<file path="src/rtl/rf_write_scheduler_if.sv">
// ---------------------------------------------------------------------------
// rf_write_scheduler_if
//   Bundles the writeback request ports, the issue-stage reservation and
//   hazard-query signals, and the registered register-file write port of
//   rf_write_scheduler.
//
//   master : the pipeline side (drives requests, reservations, queries)
//   slave  : the scheduler (returns readies, busy flags, write port)
//
//   req0_* : ALU writeback request   (valid/addr/data in, ready out)
//   req1_* : load writeback request  (valid/addr/data in, ready out)
//   rsv_*  : destination reservation from issue
//   q_a1/2 : hazard-query addresses, busy1/2 the matching scoreboard bits
//   we3/a3/wd3 : register-file write port
// ---------------------------------------------------------------------------
interface rf_write_scheduler_if #(
    parameter int DATA_W = 32,
    parameter int ADDR_W = 5
);
    logic              req0_valid;
    logic [ADDR_W-1:0] req0_addr;
    logic [DATA_W-1:0] req0_data;
    logic              req0_ready;

    logic              req1_valid;
    logic [ADDR_W-1:0] req1_addr;
    logic [DATA_W-1:0] req1_data;
    logic              req1_ready;

    logic              rsv_valid;
    logic [ADDR_W-1:0] rsv_addr;

    logic [ADDR_W-1:0] q_a1;
    logic [ADDR_W-1:0] q_a2;
    logic              busy1;
    logic              busy2;

    logic              we3;
    logic [ADDR_W-1:0] a3;
    logic [DATA_W-1:0] wd3;

    modport master (
        output req0_valid, req0_addr, req0_data,
        output req1_valid, req1_addr, req1_data,
        output rsv_valid, rsv_addr, q_a1, q_a2,
        input  req0_ready, req1_ready, busy1, busy2, we3, a3, wd3
    );

    modport slave (
        input  req0_valid, req0_addr, req0_data,
        input  req1_valid, req1_addr, req1_data,
        input  rsv_valid, rsv_addr, q_a1, q_a2,
        output req0_ready, req1_ready, busy1, busy2, we3, a3, wd3
    );
endinterface

</file>
<file path="src/rtl/rf_write_scheduler.sv">
// ---------------------------------------------------------------------------
// rf_write_scheduler
//   Arbitrates two writeback sources (ALU = req0, load = req1) onto a single
//   registered register-file write port and keeps a per-register busy
//   scoreboard for issue-stage hazard detection.
//
//   Ports:
//     clk   : clock, all state on rising edge
//     rst_n : asynchronous active-low reset
//     bus   : rf_write_scheduler_if.slave (requests, reservations, queries,
//             write port)
//
//   Configuration macro:
//     RF_SCHED_ROUND_ROBIN_EN defined   -> contested cycles alternate,
//                                          req0 first after reset
//     RF_SCHED_ROUND_ROBIN_EN undefined -> fixed priority, load (req1) wins
//
//   Writes to register 0 are accepted but never reach the write port, and
//   busy bit 0 is hard-wired to 0.
// ---------------------------------------------------------------------------
module rf_write_scheduler #(
    parameter int DATA_W = 32,
    parameter int ADDR_W = 5
) (
    input logic                 clk,
    input logic                 rst_n,
    rf_write_scheduler_if.slave bus
);
    localparam int NREG = 1 << ADDR_W;

    logic grant0;
    logic grant1;

    // Readies are forced low while reset is asserted, so a request can never
    // be consumed by a scheduler that is about to forget it.
`ifdef RF_SCHED_ROUND_ROBIN_EN
    typedef enum logic {
        LAST_REQ0 = 1'b0,
        LAST_REQ1 = 1'b1
    } last_grant_e;

    last_grant_e last_q;
    last_grant_e last_d;

    // NOTE: every signal assigned in always_comb gets a default on entry;
    // a path that leaves one unassigned would infer a latch.
    always_comb begin
        grant0 = 1'b0;
        grant1 = 1'b0;
        last_d = last_q;
        if (rst_n) begin
            if (bus.req0_valid && bus.req1_valid) begin
                if (last_q == LAST_REQ1) grant0 = 1'b1;
                else                     grant1 = 1'b1;
            end else begin
                grant0 = bus.req0_valid;
                grant1 = bus.req1_valid;
            end
        end
        if (grant0)      last_d = LAST_REQ0;
        else if (grant1) last_d = LAST_REQ1;
    end

    // Reset value "req1 granted last" makes req0 win the first contest.
    // NOTE: sequential state uses non-blocking assignments so every flop
    // samples pre-edge values regardless of process ordering.
    always_ff @(posedge clk or negedge rst_n) begin
        if (!rst_n) last_q <= LAST_REQ1;
        else        last_q <= last_d;
    end
`else
    // NOTE: every signal assigned in always_comb gets a default on entry;
    // a path that leaves one unassigned would infer a latch.
    always_comb begin
        grant1 = rst_n && bus.req1_valid;
        grant0 = rst_n && bus.req0_valid && !bus.req1_valid;
    end
`endif

    assign bus.req0_ready = grant0;
    assign bus.req1_ready = grant1;

    // Selected transfer; the write is dropped when it targets register 0.
    logic              wr_fire;
    logic [ADDR_W-1:0] wr_addr;
    logic [DATA_W-1:0] wr_data;

    always_comb begin
        wr_addr = grant1 ? bus.req1_addr : bus.req0_addr;
        wr_data = grant1 ? bus.req1_data : bus.req0_data;
        wr_fire = (grant0 || grant1) && (wr_addr != '0);
    end

    logic              we3_q;
    logic [ADDR_W-1:0] a3_q;
    logic [DATA_W-1:0] wd3_q;

    always_ff @(posedge clk or negedge rst_n) begin
        if (!rst_n) begin
            we3_q <= 1'b0;
            a3_q  <= '0;
            wd3_q <= '0;
        end else begin
            we3_q <= wr_fire;
            if (wr_fire) begin
                a3_q  <= wr_addr;
                wd3_q <= wr_data;
            end
        end
    end

    assign bus.we3 = we3_q;
    assign bus.a3  = a3_q;
    assign bus.wd3 = wd3_q;

    // Scoreboard: clear on the committing edge, set from a reservation.
    // The set is applied after the clear so a same-edge reservation wins.
    logic [NREG-1:0] busy_q;
    logic [NREG-1:0] busy_d;

    always_comb begin
        busy_d = busy_q;
        if (we3_q) busy_d[a3_q] = 1'b0;
        if (bus.rsv_valid && (bus.rsv_addr != '0)) busy_d[bus.rsv_addr] = 1'b1;
        busy_d[0] = 1'b0;
    end

    // NOTE: the scoreboard is a flop vector rather than a RAM, so it can and
    // must be cleared by reset; a RAM array would not be reset.
    always_ff @(posedge clk or negedge rst_n) begin
        if (!rst_n) busy_q <= '0;
        else        busy_q <= busy_d;
    end

    // Plain lookups: a reservation presented this cycle is not visible yet.
    assign bus.busy1 = busy_q[bus.q_a1];
    assign bus.busy2 = busy_q[bus.q_a2];

endmodule

</file>
<file path="src/flat_wrapper.sv">
// flat-port wrapper written by rule: the top's interface ports become plain ports
module rf_write_scheduler_flat 
#(
    parameter int DATA_W = 32,
    parameter int ADDR_W = 5
)
  (clk, rst_n, bus_req0_valid, bus_req0_addr, bus_req0_data, bus_req1_valid, bus_req1_addr, bus_req1_data, bus_rsv_valid, bus_rsv_addr, bus_q_a1, bus_q_a2, bus_req0_ready, bus_req1_ready, bus_busy1, bus_busy2, bus_we3, bus_a3, bus_wd3);
  rf_write_scheduler_if #(.DATA_W(DATA_W), .ADDR_W(ADDR_W)) bus_i ();
  input logic clk;
  input logic rst_n;
  input wire logic [$bits(bus_i.req0_valid)-1:0] bus_req0_valid;
  input wire logic [$bits(bus_i.req0_addr)-1:0] bus_req0_addr;
  input wire logic [$bits(bus_i.req0_data)-1:0] bus_req0_data;
  input wire logic [$bits(bus_i.req1_valid)-1:0] bus_req1_valid;
  input wire logic [$bits(bus_i.req1_addr)-1:0] bus_req1_addr;
  input wire logic [$bits(bus_i.req1_data)-1:0] bus_req1_data;
  input wire logic [$bits(bus_i.rsv_valid)-1:0] bus_rsv_valid;
  input wire logic [$bits(bus_i.rsv_addr)-1:0] bus_rsv_addr;
  input wire logic [$bits(bus_i.q_a1)-1:0] bus_q_a1;
  input wire logic [$bits(bus_i.q_a2)-1:0] bus_q_a2;
  output wire logic [$bits(bus_i.req0_ready)-1:0] bus_req0_ready;
  output wire logic [$bits(bus_i.req1_ready)-1:0] bus_req1_ready;
  output wire logic [$bits(bus_i.busy1)-1:0] bus_busy1;
  output wire logic [$bits(bus_i.busy2)-1:0] bus_busy2;
  output wire logic [$bits(bus_i.we3)-1:0] bus_we3;
  output wire logic [$bits(bus_i.a3)-1:0] bus_a3;
  output wire logic [$bits(bus_i.wd3)-1:0] bus_wd3;
  assign bus_i.req0_valid = bus_req0_valid;
  assign bus_i.req0_addr = bus_req0_addr;
  assign bus_i.req0_data = bus_req0_data;
  assign bus_i.req1_valid = bus_req1_valid;
  assign bus_i.req1_addr = bus_req1_addr;
  assign bus_i.req1_data = bus_req1_data;
  assign bus_i.rsv_valid = bus_rsv_valid;
  assign bus_i.rsv_addr = bus_rsv_addr;
  assign bus_i.q_a1 = bus_q_a1;
  assign bus_i.q_a2 = bus_q_a2;
  assign bus_req0_ready = bus_i.req0_ready;
  assign bus_req1_ready = bus_i.req1_ready;
  assign bus_busy1 = bus_i.busy1;
  assign bus_busy2 = bus_i.busy2;
  assign bus_we3 = bus_i.we3;
  assign bus_a3 = bus_i.a3;
  assign bus_wd3 = bus_i.wd3;
  rf_write_scheduler #(.DATA_W(DATA_W), .ADDR_W(ADDR_W)) u_core (.clk(clk), .rst_n(rst_n), .bus(bus_i));
endmodule
</file>
<file path="config.mk">
export PLATFORM = sky130hd
export DESIGN_NAME = rf_write_scheduler_flat
export DESIGN_NICKNAME = d
export VERILOG_FILES = /design/src/rtl/rf_write_scheduler_if.sv /design/src/rtl/rf_write_scheduler.sv /design/src/flat_wrapper.sv
export SDC_FILE = /design/constraint.sdc
export NUM_CORES = 1
export LEC_CHECK = 0
export CORE_MARGIN = 3
export CORE_UTILIZATION = 49
export DETAILED_ROUTE_END_ITERATION = 7
export HOLD_SLACK_MARGIN = 0.12
export MAX_ROUTING_LAYER = met4
export PLACE_DENSITY = 0.95
export SLEW_MARGIN = 20
export SYNTH_ARGS = -nofsm -noshare
export SYNTH_HDL_FRONTEND = slang
export SYNTH_SLANG_ARGS = --single-unit
export TNS_END_PERCENT = 1
</file>
<file path="constraint.sdc">
create_clock -name clk -period 3.3 [get_ports clk]
set_input_delay 0.495 -clock clk [delete_from_list [all_inputs] [get_ports clk]]
set_output_delay 0.495 -clock clk [all_outputs]
set_load 0.1 [all_outputs]
</file>
# After elaboration in Yosys (flattened, before gate mapping)
# Cells that the tools add are included.
# totals
register_bits	69
out_inout_bits	42
word_cells	36
# classes
order_cmp	6
mux	12
n_bitwise	3
reduce_logical	11
# ops
operator	count
$mux 32	3
$and 32x32->32	1
$not 32->32	1
$or 32x32->32	1
$lt 5x6->1 const B	4
$bmux 1 s5	2
$demux 1 s5	2
$ge 5x1->1 const B	2
$reduce_bool 5->1	2
$logic_and 1x1->1	7
$mux 5	1
$mux 1	4
$logic_not 1->1	1
$logic_or 1x1->1	1

# Longest topological paths before layout
# depth
word_depth	9
ltp_mapped	6

# Least setup slack after synthesis
# OpenSTA, ideal clock, no wires.
# synth_timing
path_kind	input to output
start	input port bus_q_a1[0]
end	output port bus_busy1
arrival_ns	2.456
t_required_ns	2.805
slack_ns	0.349
path_stages	5
cell_sequence	clkbuf_1 mux4_2 nand2b_1 o211ai_1 nand4_1
# synth_via
elab_chain_len	2
# synth_lines
item	line_no	text
start, declared	flat_wrapper.sv:19	input wire logic [$bits(bus_i.q_a1)-1:0] bus_q_a1;
$bmux 1 s5	rf_write_scheduler.sv:136	assign bus.busy1 = busy_q[bus.q_a1];
$mux 1 (implied by the code)	rf_write_scheduler.sv:136	
end, declared	flat_wrapper.sv:23	output wire logic [$bits(bus_i.busy1)-1:0] bus_busy1;
# Every way passes these cells. The select of a mux whose other input is x is not followed.

# Worst setup path after layout
# Same ends and word-level chain as after synthesis.

==> impl_metrics.json <==
{
  "status": "finished clean",
  "synth_compound_area_share_pct": 11.91,
  "cts_buffer_depth": 2,
  "synth-simple-area-share_pct": 8.839,
  "coreArea_um2": 7370,
  "synth_top_family_by_area": "multiplexers",
  "wl_mm": 11.40,
  "tightest_slew_ps": 1022,
  "avgSynthCellArea_um2": 11.60,
  "synth_area_leaders": "dfrtp_1 46%, mux2_2 16%, o21ai_0 8.3%, mux2i_1 5.3%, mux2_4 4.0%",
  "ant_nets": 0,
  "p_leak_nw": 2.144,
  "synth.distinct_cells": 34,
  "cts_inserted_buffers": 9,
  "drcViolationCount": 0,
  "wire_per_inst_um": 20.18,
  "clock_sink_count": 69,
  "worstSetupPathType": "in -> out",
  "hp-start": "u_core.bus.wd3[29]$_DFFE_PN0P_",
  "yosysTopAreaCellShare_pct": 45.51,
  "drt_iter0_drc": 347,
  "die_y_um": 93.99,
  "fin_tns_setup_ps": 0,
  "required_ps": 2800,
  "io_buffers": 135,
  "ys.warnings.count": 0,
  "ios": 136,
  "rsz0062_at_grt": "no",
  "n_antenna_cell": 0,
  "vdd_drop_max_uv": 370.2,
  "cts.clk_slew.worst_paths_ps": 70,
  "reg2reg_slack_ps": 1750,
  "r2r-start": "u_core.bus.a3[4]$_DFFE_PN0P_",
  "fmax_ghz": 0.3421,
  "syn2layout_area_growth_pct": 42.18,
  "grt_overflow": 0,
  "reg2reg_depth": 3,
  "r2r_end": "u_core.busy_q[8]$_DFF_PN0_",
  "yosysSeqAreaShare_pct": 45.51,
  "slowest_delay_ps": 680,
  "clkLatencyLatePin_ps": 340,
  "finalInstanceArea_um2": 5394,
  "synthMuxAreaShare_pct": 30.61,
  "start_util_pct": 51.48,
  "root_buffer": "clkbuf_8",
  "critPathArrivalTime_ps": 2430,
  "synthesis.nets": 421,
  "hold_violations": 0,
  "syn_inst": 327,
  "rows": 31,
  "slowest_stage": "clkdlybuf4s50_1",
  "cp-start-kind": "primary input",
  "cts_max_level": 3,
  "drive_above_1_share_pct": 22.96,
  "yosys_most_used_dff": "dfrtp_1",
  "end_kind": "primary output",
  "critPathMaxFanout": 7,
  "min_path_type": "reg -> reg",
  "min_period_over_period_pct": 88.59,
  "vias": 3374,
  "grt_usage_pct": 27.56,
  "hold_end": "u_core.bus.wd3[29]$_DFFE_PN0P_",
  "antenna_found_initial": 0,
  "maxCapViolCount": 0,
  "postCtsSetupRepairBufs": 0,
  "p_per_area_nw_per_um2": 635.3,
  "synth_area_leader_cell": "dfrtp_1",
  "place_area_um2": 5218,
  "hold-path-cell-count": 1,
  "synthArstFlopShare_pct": 100.0,
  "first_global_vias": 3657,
  "skew_ps": 6.925,
  "grt_pass1_wl_mm": 18.11,
  "ctsHoldBuffers": 1,
  "report.final.slew_viol_count": 0,
  "gp_congestion": 0.9418,
  "grt_max_degree": 58,
  "setup_viol": 0,
  "dieWidth_um": 93.99,
  "path_cells": "clkdlybuf4s50_1 -> mux4_2 -> nand2b_1 -> o211ai_1 -> nand4_1 -> buf_12",
  "synth_xor_area_share_pct": 0,
  "ys_ff_latch": 69,
  "cts_resized": 0,
  "synthesis.area_um2": 3794,
  "cts_tree": "yes",
  "synth-edff-count": 0,
  "period_needed_ps": 2923,
  "dieArea_um2": 8834,
  "vias_per_cell": 5.972,
  "slew_headroom_pct": 31.66,
  "dp_hpwl_mm": 8.682,
  "nNetsFinal": 556,
  "dr.pass1.iters": 5,
  "synthAdderAreaFrac_pct": 0
}
[logic make-up (layout without fill, tap and decap cells)]
| kind of cell | count (synthesis) | after routing |
|---|---|---|
| DFF | 69 | 69 |
| muxes | 96 | 96 |
| buffers and inverters | 21 | 160 |
| AOI/OAI and AO/OA | 82 | 82 |
| and+or+nand+nor | 59 | 59 |
[layout make-up]
cell class / count / area [µm²]
Fill cell: 493 / 1976
Clock inverter: 4 / 25.02
Sequential cell: 69 / 1727
Clock buffer: 11 / 141.4
Multi-Input combinational cell: 237 / 1948
Timing Repair Buffer: 141 / 1414
Tap cell: 99 / 123.9
Inverter: 4 / 15.01
[worst max path at each step]
stage | startpoint | to | slack (ps) | cells past startpoint
2_1_floorplan | bus_q_a1[0] | bus_busy1 | 350 | 5
3_3_place_gp | bus_q_a1[0] | bus_busy1 | 440 | 6
3_5_place_dp | bus_q_a1[0] | bus_busy1 | 390 | 6
4_1_cts | bus_q_a1[0] | bus_busy1 | 390 | 6
5_1_grt | bus_q_a2[0] | bus_busy2 | 260 | 6
6_report | bus_q_a1[0] | bus_busy1 | 380 | 6
[cells in the final DEF (no fill, tap or decap), types with 6 or more instances in the layout]
master	instances
nand2_1	8
mux2_4	10
mux2i_1	20
dfrtp_1	69
mux2_1	7
clkbuf_8	10
a21oi_1	6
mux2_2	53
clkdlybuf4s50_1	122
mux4_2	6
buf_4	13
o21ai_0	63
nor2_1	10
nand3b_1	10
nand3_1	12
[per-stage QoR]
step           util (%)  setup slack [ps]  total power, mW  std cells  hold slack (ps)
6_report          73.19             376.5            3.427        565            495.2
5_1_grt           73.19             259.4            3.572        565            520.8
4_1_cts           73.19             389.6            3.426        565            497.8
3_5_place_dp      70.80             395.0            2.827        549            421.5
3_3_place_gp      70.80             439.3            2.756        549            403.7
2_1_floorplan         -             348.8            2.317        327            199.4
[sequential cells by signal, indices dropped and copies added (netlist names)]
signal,count
u_core.bus.wd3,32
u_core.busy_q,31
u_core.bus.a3,5
u_core.bus.we3,1
[per-layer routing]
layer / track usage (%) / vias to the layer above / share of wire (%)
met1: 33.73 / 1657 / 38
met2: 46.19 / 207 / 51
met5: - / - / 0
met4: 6.980 / 0 / 1.4
met3: 6.571 / 20 / 8.8
li1: - / 1490 / -
[power by group]
group	switching, mW	internal (mW)
logic	0.971	0.548
registers	0.220	1.09
clock network	0.310	0.287
total	1.50	1.93
[synthesized netlist by cell type, types with 2 or more instances]
| library cell | instances |
|---|---|
| dfrtp_1 | 69 |
| o21ai_0 | 63 |
| mux2_2 | 53 |
| mux2i_1 | 20 |
| nand3_1 | 12 |
| clkbuf_1 | 10 |
| mux2_4 | 10 |
| nand3b_1 | 10 |
| nor2_1 | 10 |
| nand2_1 | 8 |
| mux2_1 | 7 |
| a21oi_1 | 6 |
| mux4_2 | 6 |
| a22oi_1 | 4 |
| inv_1 | 4 |
| nand2b_1 | 4 |
| nor2b_1 | 4 |
| or3b_2 | 4 |
| a211oi_1 | 2 |
| buf_1 | 2 |
| nand4_1 | 2 |
| o2111ai_1 | 2 |
| o211ai_1 | 2 |
| o2bb2ai_1 | 2 |
| or3_1 | 2 |
[critical path: cells and delay by family]
kind	cells	cell delay, ps
AOI/OAI and AO/OA	1	130
buffers and inverters	2	890
muxes	1	550
and+or+nand+nor	2	350
Power figures use the tool's default switching activity.
